[config.mk]
export PLATFORM = sky130hd
export DESIGN_NAME = store_narrow_unit_flat
export DESIGN_NICKNAME = d
export VERILOG_FILES = /design/src/rtl/store_narrow_unit_pkg.sv /design/src/rtl/store_narrow_unit_if.sv /design/src/rtl/store_narrow_unit_lane_align.sv /design/src/rtl/store_narrow_unit.sv /design/src/flat_wrapper.sv
export SDC_FILE = /design/constraint.sdc
export NUM_CORES = 1
export LEC_CHECK = 0
export ABC_AREA = 1
export CELL_PAD_IN_SITES_DETAIL_PLACEMENT = 0
export CELL_PAD_IN_SITES_GLOBAL_PLACEMENT = 2
export CORE_UTILIZATION = 23
export CTS_CLUSTER_DIAMETER = 200
export DETAILED_ROUTE_END_ITERATION = 8
export PLACE_DENSITY_LB_ADDON = 0.1
export SLEW_MARGIN = 20
export SYNTH_ARGS = -nofsm -noshare
export SYNTH_HDL_FRONTEND = slang
export SYNTH_SLANG_ARGS = --single-unit
export TNS_END_PERCENT = 10
[constraint.sdc]
create_clock -name clk -period 1.6 [get_ports clk]
set_input_delay 0.32 -clock clk [delete_from_list [all_inputs] [get_ports clk]]
set_output_delay 0.32 -clock clk [all_outputs]
set_load 0.02 [all_outputs]
[src/rtl/store_narrow_unit_pkg.sv]
`default_nettype none
// ============================================================================
//  Package : cpu_mem_pkg
//  Shared types and byte-enable constants for the store narrowing path.
//  Revision: 1.0 - initial release
// ============================================================================
package cpu_mem_pkg;

  typedef enum logic {SZ_BYTE, SZ_HALF} store_size_e;

  typedef enum logic [1:0] {IDLE, BEAT1, BEAT2} state_e;

  localparam logic [1:0] BE_LO  = 2'b01;
  localparam logic [1:0] BE_HI  = 2'b10;
  localparam logic [1:0] BE_ALL = 2'b11;

endpackage
`default_nettype wire

[src/rtl/store_narrow_unit_if.sv]
`default_nettype none
// ============================================================================
//  Interface : store_narrow_unit_if
//  Request (EX/MEM side) and data-memory write port of the store unit.
//  master = requester/memory environment, slave = the store unit itself.
//  Revision: 1.0 - initial release
// ============================================================================
interface store_narrow_unit_if
  import cpu_mem_pkg::*;
#(
  parameter int ADDR_W = 16
);
  logic              req_valid;
  logic              req_ready;
  logic [ADDR_W-1:0] req_addr;
  logic [15:0]       req_data;
  store_size_e       req_size;
  logic              mem_valid;
  logic              mem_ready;
  logic [ADDR_W-1:0] mem_addr;
  logic [15:0]       mem_wdata;
  logic [1:0]        mem_be;
  logic              done;
  logic              err_misalign;

  modport master (
    output req_valid, req_addr, req_data, req_size, mem_ready,
    input  req_ready, mem_valid, mem_addr, mem_wdata, mem_be, done, err_misalign
  );

  modport slave (
    input  req_valid, req_addr, req_data, req_size, mem_ready,
    output req_ready, mem_valid, mem_addr, mem_wdata, mem_be, done, err_misalign
  );
endinterface
`default_nettype wire

[src/rtl/store_narrow_unit_lane_align.sv]
`default_nettype none
// ============================================================================
//  Module  : store_lane_align
//  Maps a store value onto the 16-bit memory lanes and builds byte enables.
//  beat_sel=1 selects the second beat of a split halfword (upper byte into
//  the even lane). Disabled lanes are driven to zero.
//  Revision: 1.0 - initial release
// ============================================================================
module store_lane_align
  import cpu_mem_pkg::*;
(
  input  store_size_e size,
  input  logic        addr0,
  input  logic [15:0] data,
  input  logic        beat_sel,
  output logic [15:0] wdata,
  output logic [1:0]  be
);

  // Lane steering for byte, aligned half, and both halves of a split half
  always_comb begin
    wdata = 16'h0000;
    be    = 2'b00;
    if (beat_sel) begin
      be    = BE_LO;
      wdata = {8'h00, data[15:8]};
    end else if (addr0) begin
      // odd byte, or first beat of a misaligned half: low byte to odd lane
      be    = BE_HI;
      wdata = {data[7:0], 8'h00};
    end else if (size == SZ_HALF) begin
      be    = BE_ALL;
      wdata = data;
    end else begin
      be    = BE_LO;
      wdata = {8'h00, data[7:0]};
    end
  end

endmodule
`default_nettype wire

[src/rtl/store_narrow_unit.sv]
`default_nettype none
// ============================================================================
//  Module  : store_narrow_unit
//  Narrows a 16-bit register value to a byte/halfword store on a byte-enabled
//  16-bit memory port. Misaligned halfwords are split into two little-endian
//  byte beats (ALLOW_SPLIT=1) or rejected with err_misalign (ALLOW_SPLIT=0).
//  Revision: 1.0 - initial release
// ============================================================================
module store_narrow_unit
  import cpu_mem_pkg::*;
#(
  parameter int ADDR_W      = 16,
  parameter bit ALLOW_SPLIT = 1'b1
)(
  input  logic                clk,
  input  logic                rst_n,
  store_narrow_unit_if.slave  bus
);

  localparam logic [1:0] ST_IDLE  = IDLE;
  localparam logic [1:0] ST_BEAT1 = BEAT1;
  localparam logic [1:0] ST_BEAT2 = BEAT2;

  logic [1:0]        r_state;
  logic              r_mem_valid;
  logic [ADDR_W-1:0] r_mem_addr;
  logic [15:0]       r_mem_wdata;
  logic [1:0]        r_mem_be;
  logic              r_done;
  logic              r_err;
  logic              r_split;
  logic [7:0]        r_hi_byte;

  logic              w_accept;
  logic              w_misalign_half;
  logic              w_reject;
  logic              w_al_beat2;
  store_size_e       w_al_size;
  logic              w_al_addr0;
  logic [15:0]       w_al_data;
  logic [15:0]       w_al_wdata;
  logic [1:0]        w_al_be;

  assign w_accept        = bus.req_valid & (r_state == ST_IDLE);
  assign w_misalign_half = (bus.req_size == SZ_HALF) & bus.req_addr[0];

  generate
    if (ALLOW_SPLIT) begin : g_split_on
      assign w_reject = 1'b0;
    end else begin : g_split_off
      assign w_reject = w_misalign_half;
    end
  endgenerate

  // The aligner sees the live request in IDLE and the latched upper byte in BEAT1,
  // so beat-2 fields are ready to load on the beat-1 handshake edge.
  assign w_al_beat2 = (r_state == ST_BEAT1);
  assign w_al_size  = w_al_beat2 ? SZ_HALF : bus.req_size;
  assign w_al_addr0 = w_al_beat2 ? 1'b1 : bus.req_addr[0];
  assign w_al_data  = w_al_beat2 ? {r_hi_byte, 8'h00} : bus.req_data;

  store_lane_align u_align (
    .size     (w_al_size),
    .addr0    (w_al_addr0),
    .data     (w_al_data),
    .beat_sel (w_al_beat2),
    .wdata    (w_al_wdata),
    .be       (w_al_be)
  );

  // Store FSM and registered memory-port outputs
  always_ff @(posedge clk or negedge rst_n) begin
    if (!rst_n) begin
      r_state     <= ST_IDLE;
      r_mem_valid <= 1'b0;
      r_mem_addr  <= '0;
      r_mem_wdata <= 16'h0000;
      r_mem_be    <= 2'b00;
      r_done      <= 1'b0;
      r_err       <= 1'b0;
      r_split     <= 1'b0;
      r_hi_byte   <= 8'h00;
    end else begin
      r_done <= 1'b0;
      r_err  <= 1'b0;
      case (r_state)
        ST_IDLE: begin
          if (w_accept) begin
            if (w_reject) begin
              r_err <= 1'b1;
            end else begin
              r_mem_valid <= 1'b1;
              r_mem_addr  <= {bus.req_addr[ADDR_W-1:1], 1'b0};
              r_mem_wdata <= w_al_wdata;
              r_mem_be    <= w_al_be;
              r_split     <= w_misalign_half;
              r_hi_byte   <= bus.req_data[15:8];
              r_state     <= ST_BEAT1;
            end
          end
        end
        ST_BEAT1: begin
          if (bus.mem_ready) begin
            if (r_split) begin
              // beat1 addr is a&~1 with a odd, so (a+1)&~1 is simply +2 (wraps)
              r_mem_addr  <= r_mem_addr + ADDR_W'(2);
              r_mem_wdata <= w_al_wdata;
              r_mem_be    <= w_al_be;
              r_state     <= ST_BEAT2;
            end else begin
              r_mem_valid <= 1'b0;
              r_done      <= 1'b1;
              r_state     <= ST_IDLE;
            end
          end
        end
        ST_BEAT2: begin
          if (bus.mem_ready) begin
            r_mem_valid <= 1'b0;
            r_done      <= 1'b1;
            r_state     <= ST_IDLE;
          end
        end
        default: begin
          r_mem_valid <= 1'b0;
          r_state     <= ST_IDLE;
        end
      endcase
    end
  end

  assign bus.req_ready    = (r_state == ST_IDLE);
  assign bus.mem_valid    = r_mem_valid;
  assign bus.mem_addr     = r_mem_addr;
  assign bus.mem_wdata    = r_mem_wdata;
  assign bus.mem_be       = r_mem_be;
  assign bus.done         = r_done;
  assign bus.err_misalign = r_err;

endmodule
`default_nettype wire

[src/flat_wrapper.sv]
// flat-port wrapper written by rule: the top's interface ports become plain ports
module store_narrow_unit_flat import cpu_mem_pkg::*;
#(
  parameter int ADDR_W      = 16,
  parameter bit ALLOW_SPLIT = 1'b1
)
  (clk, rst_n, bus_req_valid, bus_req_addr, bus_req_data, bus_req_size, bus_mem_ready, bus_req_ready, bus_mem_valid, bus_mem_addr, bus_mem_wdata, bus_mem_be, bus_done, bus_err_misalign);
  store_narrow_unit_if #(.ADDR_W(ADDR_W)) bus_i ();
  input  logic clk;
  input  logic rst_n;
  input wire logic [$bits(bus_i.req_valid)-1:0] bus_req_valid;
  input wire logic [$bits(bus_i.req_addr)-1:0] bus_req_addr;
  input wire logic [$bits(bus_i.req_data)-1:0] bus_req_data;
  input wire logic [$bits(bus_i.req_size)-1:0] bus_req_size;
  input wire logic [$bits(bus_i.mem_ready)-1:0] bus_mem_ready;
  output wire logic [$bits(bus_i.req_ready)-1:0] bus_req_ready;
  output wire logic [$bits(bus_i.mem_valid)-1:0] bus_mem_valid;
  output wire logic [$bits(bus_i.mem_addr)-1:0] bus_mem_addr;
  output wire logic [$bits(bus_i.mem_wdata)-1:0] bus_mem_wdata;
  output wire logic [$bits(bus_i.mem_be)-1:0] bus_mem_be;
  output wire logic [$bits(bus_i.done)-1:0] bus_done;
  output wire logic [$bits(bus_i.err_misalign)-1:0] bus_err_misalign;
  assign bus_i.req_valid = bus_req_valid;
  assign bus_i.req_addr = bus_req_addr;
  assign bus_i.req_data = bus_req_data;
  assign bus_i.req_size = bus_req_size;
  assign bus_i.mem_ready = bus_mem_ready;
  assign bus_req_ready = bus_i.req_ready;
  assign bus_mem_valid = bus_i.mem_valid;
  assign bus_mem_addr = bus_i.mem_addr;
  assign bus_mem_wdata = bus_i.mem_wdata;
  assign bus_mem_be = bus_i.mem_be;
  assign bus_done = bus_i.done;
  assign bus_err_misalign = bus_i.err_misalign;
  store_narrow_unit #(.ADDR_W(ADDR_W), .ALLOW_SPLIT(ALLOW_SPLIT)) u_core (.clk(clk), .rst_n(rst_n), .bus(bus_i));
endmodule
==> flow_summary.ini, run 1 <==
[run_status]
outcome = finished, final reports clean

[yosys]
synth_compound_area_share_pct = 12.1
async_reset_ff_share_pct = 100
synth.distinct_cells = 34
synth_top_area_cell = dfrtp_1
synth_top_cell_area_share_pct = 45.0
yosys.area_share.xor_xnor_pct = 0.343
yosysSeqAreaShare_pct = 45.0
synthFlopType = dfrtp_1
ys_warn_count = 0
synth_top_family_by_area = simple AND/OR/NAND/NOR gates
syn_inst = 343
synth_edf_count = 0
synthTopCellsByArea = dfrtp_1 45%, nand2_1 17%, nor2_1 5.7%
synth_area_per_cell_um2 = 7.45
synth_seq_cells = 46
synth_area_um2 = 2560
synth_adder_area_share_pct = 2.45
synthSimpleGateAreaFrac_pct = 29.9
synth_mux_area_share_pct = 0.441

[drt]
dr.pass1.iters = 6
drc = 0
wire_per_inst_um = 13.7
vias = 2487
drt_wl_total_mm = 8.02
drt_iter0_markers = 66
vias_per_cell = 4.26
final_antenna_net_count = 0

[clock_tree]
htreeDepth = 2
clkSinkCount = 46
cts_buffers = 5
clkLatencyLatePin_ns = 0.31
cts-root-buf = clkbuf_8
clk_path_buf_depth = 2
cts_tree = done
cts.clk_slew.worst_paths_ns = 0.10

[placement]
gp_congestion = 0.727
place_area_um2 = 3620
port_buffers = 72
place_ws_ns = -0.127
hpwl_mm = 5.95

[grt]
grt_pass1_vias = 2502
grt_usage_pct = 14.8
grt_max_degree = 47
grt_pass1_wl_mm = 13.0
antenna_found_initial = 0
overflow = 0

[floorplanning]
rows = 38
core_um2 = 10800
die_w_um = 107
die_height_um = 107
dieArea_um2 = 11500
floorplan.initialDensity_pct = 23.6
pin_count = 75

[sta]
final-setup-viol-count = 0
grt_setup_unrepaired = true
post-route-period-util_pct = 97.8
slew_viol_final = 0
hold_ws_ns = 0.491
clock_skew_ns = 0.00624
finalHoldViolCount = 0
setup_ws_ns = 0.0359
min_period_ns = 1.56
max_freq_mhz = 639

[critical_path]
required_ns = 1.81
reg2reg_depth = 10
worstReg2RegEnd = u_core.bus.mem_addr[9]$_DFFE_PN0P_
startpoint = u_core.r_state[1]$_DFFE_PN0P_
path_max_fanout = 11
critPathKind = reg2reg
r2r-start = u_core.r_state[1]$_DFFE_PN0P_
r2r_slack_ns = 0.04
cp.arrival_ns = 1.78
critPathCaptureType = flop
endpoint = u_core.bus.mem_addr[9]$_DFFE_PN0P_
start_kind = flop

[finish]
diodes = 0
final_area_um2 = 3770
final_util_pct = 34.8
syn2layout_area_growth_pct = 47.5
num-nets-final = 485
final_cell_mix = 114 x nand2_1, 45 x dfrtp_1, 39 x nor2_1, 35 x clkdlybuf4s50_1, 33 x dlygate4sd2_1
fillCellCount = 1193
layout_commonest_cell = nand2_1
drive_gt1_share_pct = 14.4

[power]
clockPowerShare_pct = 9.9
p_switching_mw = 3.76
p_total_mw = 7.92
power_switching_share_pct = 47.5
cellPowerDensity_nw_per_um2 = 2100
ir_worst_vdd_mv = 0.666
power.leakage_nw = 1.85
comb_power_share_pct = 62.2
power.internal_mw = 4.16
pwr-share-seq_pct = 27.9

[worst_hold_path]
hold_path_depth = 2
hold_class = reg2reg

[job]
maxCapViolCount = 0
## power by group through the flow
stage          clock [mW]  sequential (mW)  combinational, mW
2_1_floorplan           0             2.62               2.42
3_3_place_gp            0             2.25               5.00
3_5_place_dp            0             2.25               5.03
4_1_cts             0.817             2.21               4.77
5_1_grt             0.873             2.31               5.48
6_report            0.781             2.21               4.93
## cells in the mapped netlist, types with 4 or more instances
cell type	n
nand3_1	22
nand2_1	114
ha_1	5
buf_6	5
nand4_1	5
o21ai_0	25
dfrtp_1	46
inv_1	33
nor2_1	39
a31oi_1	11
clkbuf_1	4
## layout make-up
class                           count  area (um2)  share of cell area [%]
Multi-Input combinational cell    247        1220                    32.3
Sequential cell                    46        1150                    30.6
Timing Repair Buffer              106         990                    26.2
Tap cell                          140         175                    4.64
Inverter                           37         141                    3.75
Clock buffer                        5        68.8                    1.82
Clock inverter                      3        25.0                   0.664
## cells by family after synthesis
logic type / after synthesis
AND/OR/NAND/NOR: 186
AO/OA/AOI/OAI: 52
flip-flops: 46
multiplexers: 1
other: 1
adder cells (fa/ha/maj): 5
XOR/XNOR: 1
buffers and inverters: 51
## worst max-delay path: stages, from the launching register on
cell and delay (ns):
dfrtp_1 0.41, inv_2 0.13, ha_4 0.17, inv_4 0.05
o21ai_4 0.20, inv_2 0.09, nand2_8 0.10, buf_12 0.13
o21bai_1 0.06, nand2_1 0.06, inv_1 0.03
## flip-flops by register name, indices dropped and copies added (netlist names)
register and cells:
u_core.bus.mem_wdata 16, u_core.r_hi_byte 8, u_core.bus.done 1, u_core.bus.mem_be 2
u_core.bus.mem_valid 1, u_core.r_split 1, u_core.bus.mem_addr 15, u_core.r_state 2
## routing by layer
| metal | GRT usage (%) | share of wire, % | vias up | routed length, um |
|---|---|---|---|---|
| met5 | 0 | 0 | - | 0 |
| met4 | 3.82 | 0.71 | 0 | 57 |
| met3 | 2.30 | 3.8 | 4 | 304 |
| met2 | 24.6 | 47 | 45 | 3780 |
| met1 | 19.9 | 48 | 1147 | 3880 |
| li1 | - | - | 1291 | - |
## timing repair
action	4_1_cts	5_1_grt
endpoints found under the setup margin	53	35
pin swaps	0	7
setup buffers	0	4
gates resized for setup	36	19
hold buffers	1	0
endpoints found under the hold margin	26	0
## worst min path at each step
stage	start	to	slack, ns
after CTS	u_core.bus.mem_wdata[12]$_DFFE_PN0P_	u_core.bus.mem_wdata[12]$_DFFE_PN0P_	0.50
final	u_core.bus.mem_valid$_DFFE_PN0P_	u_core.bus.mem_valid$_DFFE_PN0P_	0.49
after floorplan	rst_n	u_core.bus.done$_DFF_PN0_	0.02
after detailed placement	rst_n	u_core.bus.mem_valid$_DFFE_PN0P_	0.33
after global placement	rst_n	u_core.bus.mem_valid$_DFFE_PN0P_	0.34
after global routing	u_core.bus.mem_valid$_DFFE_PN0P_	u_core.bus.mem_valid$_DFFE_PN0P_	0.52
## through the flow
stage	std cells	TNS (ns)
final	584	0
after global routing	584	-0.653
after CTS	581	-0.578
after detailed placement	572	-2.85
after global placement	572	-2.98
after floorplan	344	0
Power figures use the tool's default switching activity.
==> run 2: changes to the inputs <==
Settings changed: CAP_MARGIN set to 10, CORE_ASPECT_RATIO set to 0.9.
==> flow_summary.ini, run 2 (same netlist as run 1, synthesis figures left out) <==
[run_status]
outcome = finished, final reports clean

[finish]
num-nets-final = 494
final_cell_mix = 114 x nand2_1, 45 x dfrtp_1, 40 x clkdlybuf4s50_1, 38 x nor2_1, 34 x buf_4
layout_commonest_cell = nand2_1
diodes = 0
fillCellCount = 1159
drive_gt1_share_pct = 16.8
largest_reg_flops = 16
syn2layout_area_growth_pct = 54.8

[critical_path]
startpoint = u_core.bus.mem_wdata[2]$_DFFE_PN0P_
path_cells = clkdlybuf4s50_1
r2r-start = u_core.r_state[1]$_DFFE_PN0P_
reg2reg_depth = 9
path_max_fanout = 2
start_kind = flop
critPathCaptureType = output port
r2r_slack_ns = 0.06
required_ns = 1.28
cp_top_family = buffers and inverters
critPathKind = reg2out
critical_path_buf_inv_count = 1
max_stage_delay_ns = 0.60
crit_slowest_cell = clkdlybuf4s50_1
cp.depth = 1
cp.arrival_ns = 1.25

[power]
power.leakage_nw = 1.98
comb_power_share_pct = 61.0
power.internal_mw = 4.92
pwr-share-seq_pct = 25.0
p_switching_mw = 3.89
clockPowerShare_pct = 13.9
cellPowerDensity_nw_per_um2 = 2230
power_switching_share_pct = 44.2
ir_worst_vdd_mv = 0.596

[floorplanning]
rows = 36
core_um2 = 10800
die_height_um = 102
floorplan.initialDensity_pct = 23.6
pin_count = 75
dieArea_um2 = 11500
die_w_um = 113

[sta]
grt_setup_unrepaired = true
slew_viol_final = 0
finalHoldViolCount = 0
hold_ws_ns = 0.00790
tns_ns = 0
final-setup-viol-count = 0
max_freq_mhz = 637
min_period_ns = 1.57
post-route-period-util_pct = 98.1
clock_skew_ns = 0.00498

[clock_tree]
cts_buffers = 5
clkLatencyLatePin_ns = 0.29
clkSinkCount = 46
cts.clk_slew.worst_paths_ns = 0.07
htreeDepth = 2
clk_path_buf_depth = 2
cts_tree = done
cts-root-buf = clkbuf_16
cts_hold_buf = 0

[placement]
port_buffers = 72
hpwl_mm = 5.94
gp_congestion = 0.742

[grt]
grt_util_met2_pct = 22.4
grt_most_used_layer = met2
antenna_found_initial = 0
grt_usage_pct = 14.8
grt_pass1_vias = 2495
grt_max_degree = 47
grt_util_met3_pct = 2.73
grt_util_met1_pct = 21.7
overflow = 0
grt_pass1_wl_mm = 13.1

[drt]
dr.pass1.iters = 4
final_antenna_net_count = 0
vias_per_cell = 4.25
drc = 0
wire_per_inst_um = 14.1
drt_wl_total_mm = 8.27
vias = 2492
drt_iter0_markers = 123

[worst_hold_path]
hold_class = in2async

[job]
maxCapViolCount = 0
==> run 2: cell count changes in the layout (fill, tap and decap cells not counted), moves of 2 or more <==
| cell | before | now |
|---|---|---|
| inv_2 | 5 | 3 |
| inv_1 | 30 | 32 |
| buf_6 | 2 | 4 |
| nor2_2 | 0 | 2 |
| clkbuf_16 | 0 | 7 |
| buf_4 | 27 | 34 |
| clkdlybuf4s50_1 | 35 | 40 |
| o21ai_1 | 5 | 3 |
| clkbuf_8 | 5 | 0 |
| dlymetal6s2s_1 | 2 | 7 |
| dlygate4sd2_1 | 33 | 23 |
==> run 2: what timing repair did <==
item                       in CTS  in global routing
setup buffers                   0                  3
cloned                          0                  2
gates resized for setup        29                 23
setup endpoints to repair      35                 37
pin swaps                       0                  6
==> run 2: area by class of cell <==
| class | count | area (um2) | share of cell area [%] |
|---|---|---|---|
| clock buffers | 5 | 125 | 3.16 |
| clock inverters | 3 | 43.8 | 1.11 |
| inverters | 37 | 145 | 3.67 |
| multi-input cells | 247 | 1210 | 30.7 |
| flip-flops and latches | 46 | 1150 | 29.1 |
| well taps | 133 | 166 | 4.21 |
| repair buffers | 115 | 1110 | 28.1 |
==> run 2: power groups by stage <==
stage                     Sequential (mW)  Clock [mW]  Combinational (mW)
after global routing                 2.29        1.33                5.98
after floorplan                      2.62           0                2.42
after global placement               2.24           0                5.12
after detailed placement             2.23           0                5.14
final                                2.20        1.23                5.38
after CTS                            2.21        1.27                4.96
==> run 2: stage by stage <==
step | instance area, um2 | power [mW] | utilization (%) | worst slack (ns) | cells
4_1_cts | 3800 | 8.44 | 35.2 | -0.0204 | 581
5_1_grt | 3960 | 9.60 | 36.6 | -0.0347 | 586
2_1_floorplan | 2560 | 5.04 | - | 0.0994 | 344
3_3_place_gp | 3660 | 7.36 | 33.9 | -0.120 | 573
6_report | 3960 | 8.81 | 36.6 | 0.0298 | 586
3_5_place_dp | 3660 | 7.37 | 33.9 | -0.112 | 573
==> run 2: final timing paths <==
| kind | to |
|---|---|
| max | bus_mem_wdata[2] |
| min in group clk | u_core.bus.mem_valid$_DFFE_PN0P_ |
| max in group asynchronous | u_core.r_state[0]$_DFFE_PN0P_ |
| max reg2reg | u_core.bus.mem_addr[5]$_DFFE_PN0P_ |
| min | u_core.bus.mem_valid$_DFFE_PN0P_ |
| min reg2reg | u_core.bus.mem_valid$_DFFE_PN0P_ |
==> run 2: per-layer routing <==
layer	up-vias	part of all wire [%]
li1	1307	-
met1	1126	54
met2	51	42
met3	8	3.5
met4	0	0.97
met5	-	0
